File: config.mk
export PLATFORM = sky130hd
export DESIGN_NAME = dmem_copy_engine_flat
export DESIGN_NICKNAME = d
export VERILOG_FILES = /design/src/rtl/dmem_pkg.sv /design/src/rtl/dmem_copy_engine_if.sv /design/src/rtl/dmem_copy_engine.sv /design/src/flat_wrapper.sv
export SDC_FILE = /design/constraint.sdc
export NUM_CORES = 1
export LEC_CHECK = 0
export ABC_CLOCK_PERIOD_IN_PS = 3210
export CELL_PAD_IN_SITES_DETAIL_PLACEMENT = 1
export CELL_PAD_IN_SITES_GLOBAL_PLACEMENT = 1
export CORE_ASPECT_RATIO = 0.6
export CORE_MARGIN = 10
export CORE_UTILIZATION = 25
export DETAILED_ROUTE_END_ITERATION = 7
export PLACE_DENSITY_LB_ADDON = 0.3
export SYNTH_ARGS = -nofsm -noshare
export SYNTH_HDL_FRONTEND = slang
export SYNTH_SLANG_ARGS = --single-unit
File: constraint.sdc
create_clock -name CLK -period 3.21 [get_ports CLK]
set_clock_uncertainty 0.15 [all_clocks]
set_input_delay 0.642 -clock CLK [delete_from_list [all_inputs] [get_ports CLK]]
set_output_delay 0.642 -clock CLK [all_outputs]
set_load 0.01 [all_outputs]
File: src/rtl/dmem_pkg.sv
// rtl/dmem_pkg.sv - shared widths, memory port encodings and copy engine state codes
package dmem_pkg;

    localparam int data_WIDTH = 32;
    localparam int ADDR_WIDTH = 10;

    localparam logic MEM_WRITE = 1'b0;
    localparam logic MEM_READ  = 1'b1;

    localparam logic [2:0] ST_IDLE = 3'd0;
    localparam logic [2:0] ST_RD   = 3'd1;
    localparam logic [2:0] ST_CAP  = 3'd2;
    localparam logic [2:0] ST_WR   = 3'd3;
    localparam logic [2:0] ST_FIN  = 3'd4;

endpackage

File: src/rtl/dmem_copy_engine_if.sv
// rtl/dmem_copy_engine_if.sv - datamemory port bundle between the copy engine and the memory
interface dmem_copy_engine_if #(
    parameter int data_WIDTH = dmem_pkg::data_WIDTH,
    parameter int ADDR_WIDTH = dmem_pkg::ADDR_WIDTH
);

    logic [ADDR_WIDTH-1:0] mem_ADDR;
    logic                  mem_RW_RD;
    logic [data_WIDTH-1:0] mem_din;
    logic [data_WIDTH-1:0] mem_dout;

    modport master (
        output mem_ADDR,
        output mem_RW_RD,
        output mem_din,
        input  mem_dout
    );

    modport slave (
        input  mem_ADDR,
        input  mem_RW_RD,
        input  mem_din,
        output mem_dout
    );

endinterface

File: src/rtl/dmem_copy_engine.sv
// rtl/dmem_copy_engine.sv - block copy / fill engine acting as a second datamemory master
module dmem_copy_engine
    import dmem_pkg::*;
#(
    parameter int data_WIDTH = dmem_pkg::data_WIDTH,
    parameter int ADDR_WIDTH = dmem_pkg::ADDR_WIDTH
) (
    input  logic                  CLK,
    input  logic                  RST,
    input  logic                  start,
    input  logic                  mode,
    input  logic [ADDR_WIDTH-1:0] src_addr,
    input  logic [ADDR_WIDTH-1:0] dst_addr,
    input  logic [ADDR_WIDTH:0]   len,
    input  logic [data_WIDTH-1:0] pattern,
    output logic                  busy,
    output logic                  done,
    dmem_copy_engine_if.master    mem
);

    logic [2:0]            state;
    logic [ADDR_WIDTH-1:0] src_q;
    logic [ADDR_WIDTH-1:0] dst_q;
    logic [ADDR_WIDTH:0]   len_q;
    logic                  mode_q;
    logic [data_WIDTH-1:0] data_q;
    logic [ADDR_WIDTH:0]   i;
    logic [ADDR_WIDTH:0]   i_nxt;
    logic                  last;

    assign i_nxt = i + 1'b1;
    assign last  = (i_nxt == len_q);

    // data_q doubles as the write-data register: it holds the fill pattern in
    // fill mode and the captured read word in copy mode.
    assign mem.mem_din = data_q;

    always_ff @(posedge CLK) begin
        if (RST) begin
            state         <= ST_IDLE;
            busy          <= 1'b0;
            done          <= 1'b0;
            mem.mem_ADDR  <= '0;
            mem.mem_RW_RD <= MEM_READ;
            data_q        <= '0;
            i             <= '0;
            src_q         <= '0;
            dst_q         <= '0;
            len_q         <= '0;
            mode_q        <= 1'b0;
        end else begin
            case (state)
                ST_IDLE: begin
                    done          <= 1'b0;
                    mem.mem_RW_RD <= MEM_READ;
                    if (start) begin
                        src_q  <= src_addr;
                        dst_q  <= dst_addr;
                        len_q  <= len;
                        mode_q <= mode;
                        i      <= '0;
                        if (len == '0) begin
                            state <= ST_FIN;
                            done  <= 1'b1;
                        end else if (mode) begin
                            state         <= ST_WR;
                            busy          <= 1'b1;
                            data_q        <= pattern;
                            mem.mem_ADDR  <= dst_addr;
                            mem.mem_RW_RD <= MEM_WRITE;
                        end else begin
                            state        <= ST_RD;
                            busy         <= 1'b1;
                            mem.mem_ADDR <= src_addr;
                        end
                    end
                end
                ST_RD: begin
                    state <= ST_CAP;
                end
                ST_CAP: begin
                    state         <= ST_WR;
                    data_q        <= mem.mem_dout;
                    mem.mem_ADDR  <= dst_q + i[ADDR_WIDTH-1:0];
                    mem.mem_RW_RD <= MEM_WRITE;
                end
                ST_WR: begin
                    i <= i_nxt;
                    if (last) begin
                        state         <= ST_FIN;
                        busy          <= 1'b0;
                        done          <= 1'b1;
                        mem.mem_RW_RD <= MEM_READ;
                    end else if (mode_q) begin
                        mem.mem_ADDR <= dst_q + i_nxt[ADDR_WIDTH-1:0];
                    end else begin
                        state         <= ST_RD;
                        mem.mem_ADDR  <= src_q + i_nxt[ADDR_WIDTH-1:0];
                        mem.mem_RW_RD <= MEM_READ;
                    end
                end
                ST_FIN: begin
                    state <= ST_IDLE;
                    done  <= 1'b0;
                end
                default: begin
                    state <= ST_IDLE;
                end
            endcase
        end
    end

endmodule

File: src/flat_wrapper.sv
// flat-port wrapper written by rule: the top's interface ports become plain ports
module dmem_copy_engine_flat import dmem_pkg::*;
#(
    parameter int data_WIDTH = dmem_pkg::data_WIDTH,
    parameter int ADDR_WIDTH = dmem_pkg::ADDR_WIDTH
)
  (CLK, RST, start, mode, src_addr, dst_addr, len, pattern, busy, done, mem_mem_ADDR, mem_mem_RW_RD, mem_mem_din, mem_mem_dout);
  dmem_copy_engine_if #(.data_WIDTH(data_WIDTH), .ADDR_WIDTH(ADDR_WIDTH)) mem_i ();
  input  logic CLK;
  input  logic RST;
  input  logic start;
  input  logic mode;
  input  logic [ADDR_WIDTH-1:0] src_addr;
  input  logic [ADDR_WIDTH-1:0] dst_addr;
  input  logic [ADDR_WIDTH:0] len;
  input  logic [data_WIDTH-1:0] pattern;
  output logic busy;
  output logic done;
  output wire logic [$bits(mem_i.mem_ADDR)-1:0] mem_mem_ADDR;
  output wire logic [$bits(mem_i.mem_RW_RD)-1:0] mem_mem_RW_RD;
  output wire logic [$bits(mem_i.mem_din)-1:0] mem_mem_din;
  input wire logic [$bits(mem_i.mem_dout)-1:0] mem_mem_dout;
  assign mem_mem_ADDR = mem_i.mem_ADDR;
  assign mem_mem_RW_RD = mem_i.mem_RW_RD;
  assign mem_mem_din = mem_i.mem_din;
  assign mem_i.mem_dout = mem_mem_dout;
  dmem_copy_engine #(.data_WIDTH(data_WIDTH), .ADDR_WIDTH(ADDR_WIDTH)) u_core (.CLK(CLK), .RST(RST), .start(start), .mode(mode), .src_addr(src_addr), .dst_addr(dst_addr), .len(len), .pattern(pattern), .busy(busy), .done(done), .mem(mem_i));
endmodule
==> results.md, run 1 <==
- Final Hold Viols: 0
- Syn Nets: 800
- Synth unique cells: about 70
- WL per Instance: 19.6 µm
- Setup crit start: u_core.mode_q
- Crit path launch type: flop
- Die area: roughly 0.028 mm²
- Die X: 208 µm
- Final Setup Violations: 0
- Total grt overflow: 0
- Finished Core Util: 35.7%
- Share of layout cells above drive strength 1: ~10%
- Worst hold stages: 2
- Critical-path cell list: mux2_2 > ha_1 > fa_1 > a21oi_1 > o2111ai_1 > a21o_1 > a21oi_1 > xnor2_1 > a221oi_1 > o41ai_2
- Core footprint: 0.0210 mm²
- Drt pass-1 iters: 5
- Hold_sp: u_core.src_q[5]
- Ports: ~140
- Min Clock Period, post-route: 3.00 ns
- Yosys reg bits: 91
- Num rows: 41
- DP Wirelength: around 17,000 µm
- Worst-Margin Slew: 0.964 ns
- Slowest cell on the critical path: fa_1
- CP dominant cell by count: a21oi_1
- Syn Inst Count: 680
- NumNets Final: 935
- Vias in the first global route: 5,632
- Sw Ratio: 31.9%
- Max_slew headroom: a little over a third
- Clock Tree Buf Depth: 2
- Pin count of the biggest net entering global routing: 73
- Fraction of registers with async set/reset: 0%
- Routed Antenna Nets: 0
- P_int: 2.34 mW
- Largest cells by area after synthesis: dfxtp_1 (34%), nand2_1 (10%), a21oi_1 (5.9%)
- R2R cell count: 10
- R2R Path End: u_core.mem.mem_ADDR[8]
- Routed WL: 21,600 µm
- Pwr Density: 459 mW/mm²
- Critical Path RT: 3.28 ns
- Worst skew pair latency: 0.36 ns
- Postcts setup bufs: 0
- Switch Pwr: about 1.1 mW
- Unrepaired setup endpoints after global routing: no
- Worst Setup End Kind: flop
- TritonCTS buffer count: 9
- Port bufs: 143
- Total GRT Usage: 15.4%
- Post-synth top cells: nand2_1 (146), dfxtp_1 (91), nor2_1 (66)
- Die height: 133 µm
- Power share of the combinational group: 28.3%
- Initial Utilization: 25.4%
- DRC: 0
- Via density per instance: 4.94
- Reg clk slew, reported paths: 0.07 ns
- CP delay by family, top: compound AO/OA/AOI/OAI gates
- Clock sink count: ~90
- Routed via count: 5,428
- First-pass GRT wire length: 34,000 µm
- Hold endpoint: u_core.src_q[5]
- Post-cts sizing count: 0
- Diodes inserted: 0
- Placed inst area: 0.00717 mm²
- Yosys top cell area share: roughly a third
- CP bufs+invs: 0
- Critical path's largest stage delay: 0.45 ns
- Hold Buf Count CTS: 0
- CTS Root Cell: clkbuf_16
- Setup TNS Final: 0 ns
- Htree depth: 3
- Peak supply drop: 0.259 mV
- Sequential Power Share: 38.7%
- Seq/Total Area, Yosys: about 34%
- Final number of max-transition violations: 0
- Drt first-iter violations: around 370
- Outcome: completed
- Area delta synth->final: 40.6%
- Initial antenna violation count: 0
- Synth Warn #: 0
- R2r startpoint: u_core.mode_q
- Final period util: 93.4%
- Final Wtd Congestion: about 0.89
- Worst hold path class: flop to flop
- Post-layout instance area: 0.00749 mm²
- Syn Area/Cell: 7.83 µm²
- Number of synthesized flops with an enable pin: 0
- Lkg Pwr: 2.86 nW
- Clock power frac: 33.0%
- Synth area leader: dfxtp_1
- Most used DFF post-synth: dfxtp_1
- Fmax: 333 MHz
- CP arrival: 3.07 ns
- CP max FO: 4
- Most common cell in the netlist: nand2_1
- Reg2reg setup slack: 0.21 ns
- Max-cap violations: 0
- Kind of critical path: flop to flop
- Cell Area, Synth: 0.00533 mm²
- TritonCTS clock tree: built
-- placed cells by master, fill, tap and decap left out, drive strengths merged, types with 15 or more instances in the layout --
| cell | instances |
|---|---|
| nor2 | 67 |
| clkdlybuf4s50 | 142 |
| a311oi | 33 |
| dfxtp | 91 |
| xnor2 | 20 |
| ha | 19 |
| nand2 | 149 |
| a21oi | 63 |
| nand3 | 18 |
| buf | 33 |
| inv | 15 |
| nor3 | 21 |
-- worst reg2reg max path, cell delays in order, from the launching register on --
cell	delay, ns
dfxtp_1	0.38
mux2_2	0.36
ha_1	0.21
fa_1	0.45
a21oi_1	0.20
o2111ai_1	0.19
a21o_1	0.21
a21oi_1	0.18
xnor2_1	0.09
a221oi_1	0.33
o41ai_2	0.09
-- how the worst max path moves through the flow --
stage                                         to  slack [ns]  depth (start not counted)
after global routing      u_core.mem.mem_ADDR[9]        0.02                         12
final                     u_core.mem.mem_ADDR[8]        0.21                         10
after global placement    u_core.mem.mem_ADDR[9]        0.16                         12
after CTS                 u_core.mem.mem_ADDR[9]        0.14                         12
after detailed placement  u_core.mem.mem_ADDR[9]        0.16                         12
after floorplan           u_core.mem.mem_ADDR[8]        0.12                         11
-- layout make-up --
class,instances,area [µm²]
fill,2502,13500
multi-input combinational,525,3260
sequential,91,1820
timing repair buffer,175,1690
tap,279,349
clock buffer,10,239
clock inverter,6,71.3
inverter,13,48.8
-- per-layer routing --
layer	global-route usage [%]	vias up	share of wire [%]
met4	2.93	0	1.1
li1	-	2669	-
met2	20.1	148	38
met1	23.6	2592	55
met5	0	-	0
met3	4.54	19	6.2
-- kinds of logic after synthesis --
kind of cell / count (synthesis) / synth area share (%)
adders and majority gates: 21 / 5.22
xor gates and xnor gates: 34 / 5.59
and+or+nand+nor: 289 / 24.4
buffers and inverters: 64 / 5.00
DFF: 91 / 34.2
muxes: 24 / 4.75
AOI/OAI and AO/OA: 157 / 20.8
-- sequential cells by signal, summed over array words and instances, names as in the netlist, 3 cells and up --
signal / count
u_core.mem.mem_din: 32
u_core.mem.mem_ADDR: 10
u_core.dst_q: 10
u_core.src_q: 10
u_core.len_q: 11
u_core.i: 11
u_core.state: 3
-- power by group through the flow --
stage / sequential (mW) / combinational, mW / clock (mW)
5_1_grt: 1.35 / 1.07 / 1.22
3_3_place_gp: 1.35 / 0.974 / 0
4_1_cts: 1.33 / 0.988 / 1.17
2_1_floorplan: 1.36 / 0.470 / 0
6_report: 1.33 / 0.973 / 1.14
3_5_place_dp: 1.36 / 0.984 / 0
-- metrics by stage --
stage	instances	hold slack [ns]	worst slack (ns)	power (mW)
floorplan	680	0.284	0.116	1.83
global placement	1083	0.296	0.159	2.33
detailed placement	1083	0.301	0.157	2.34
CTS	1099	0.311	0.138	3.49
global route	1099	0.341	0.0173	3.64
finish	1099	0.311	0.211	3.44
Note: power is estimated with default switching activity, not from simulation.
==> run 2: changes to the inputs <==
Settings changed: CAP_MARGIN from default to 30.
==> results of run 2 <==
No change in the layout: final DEF, timing and power equal those of run 1.
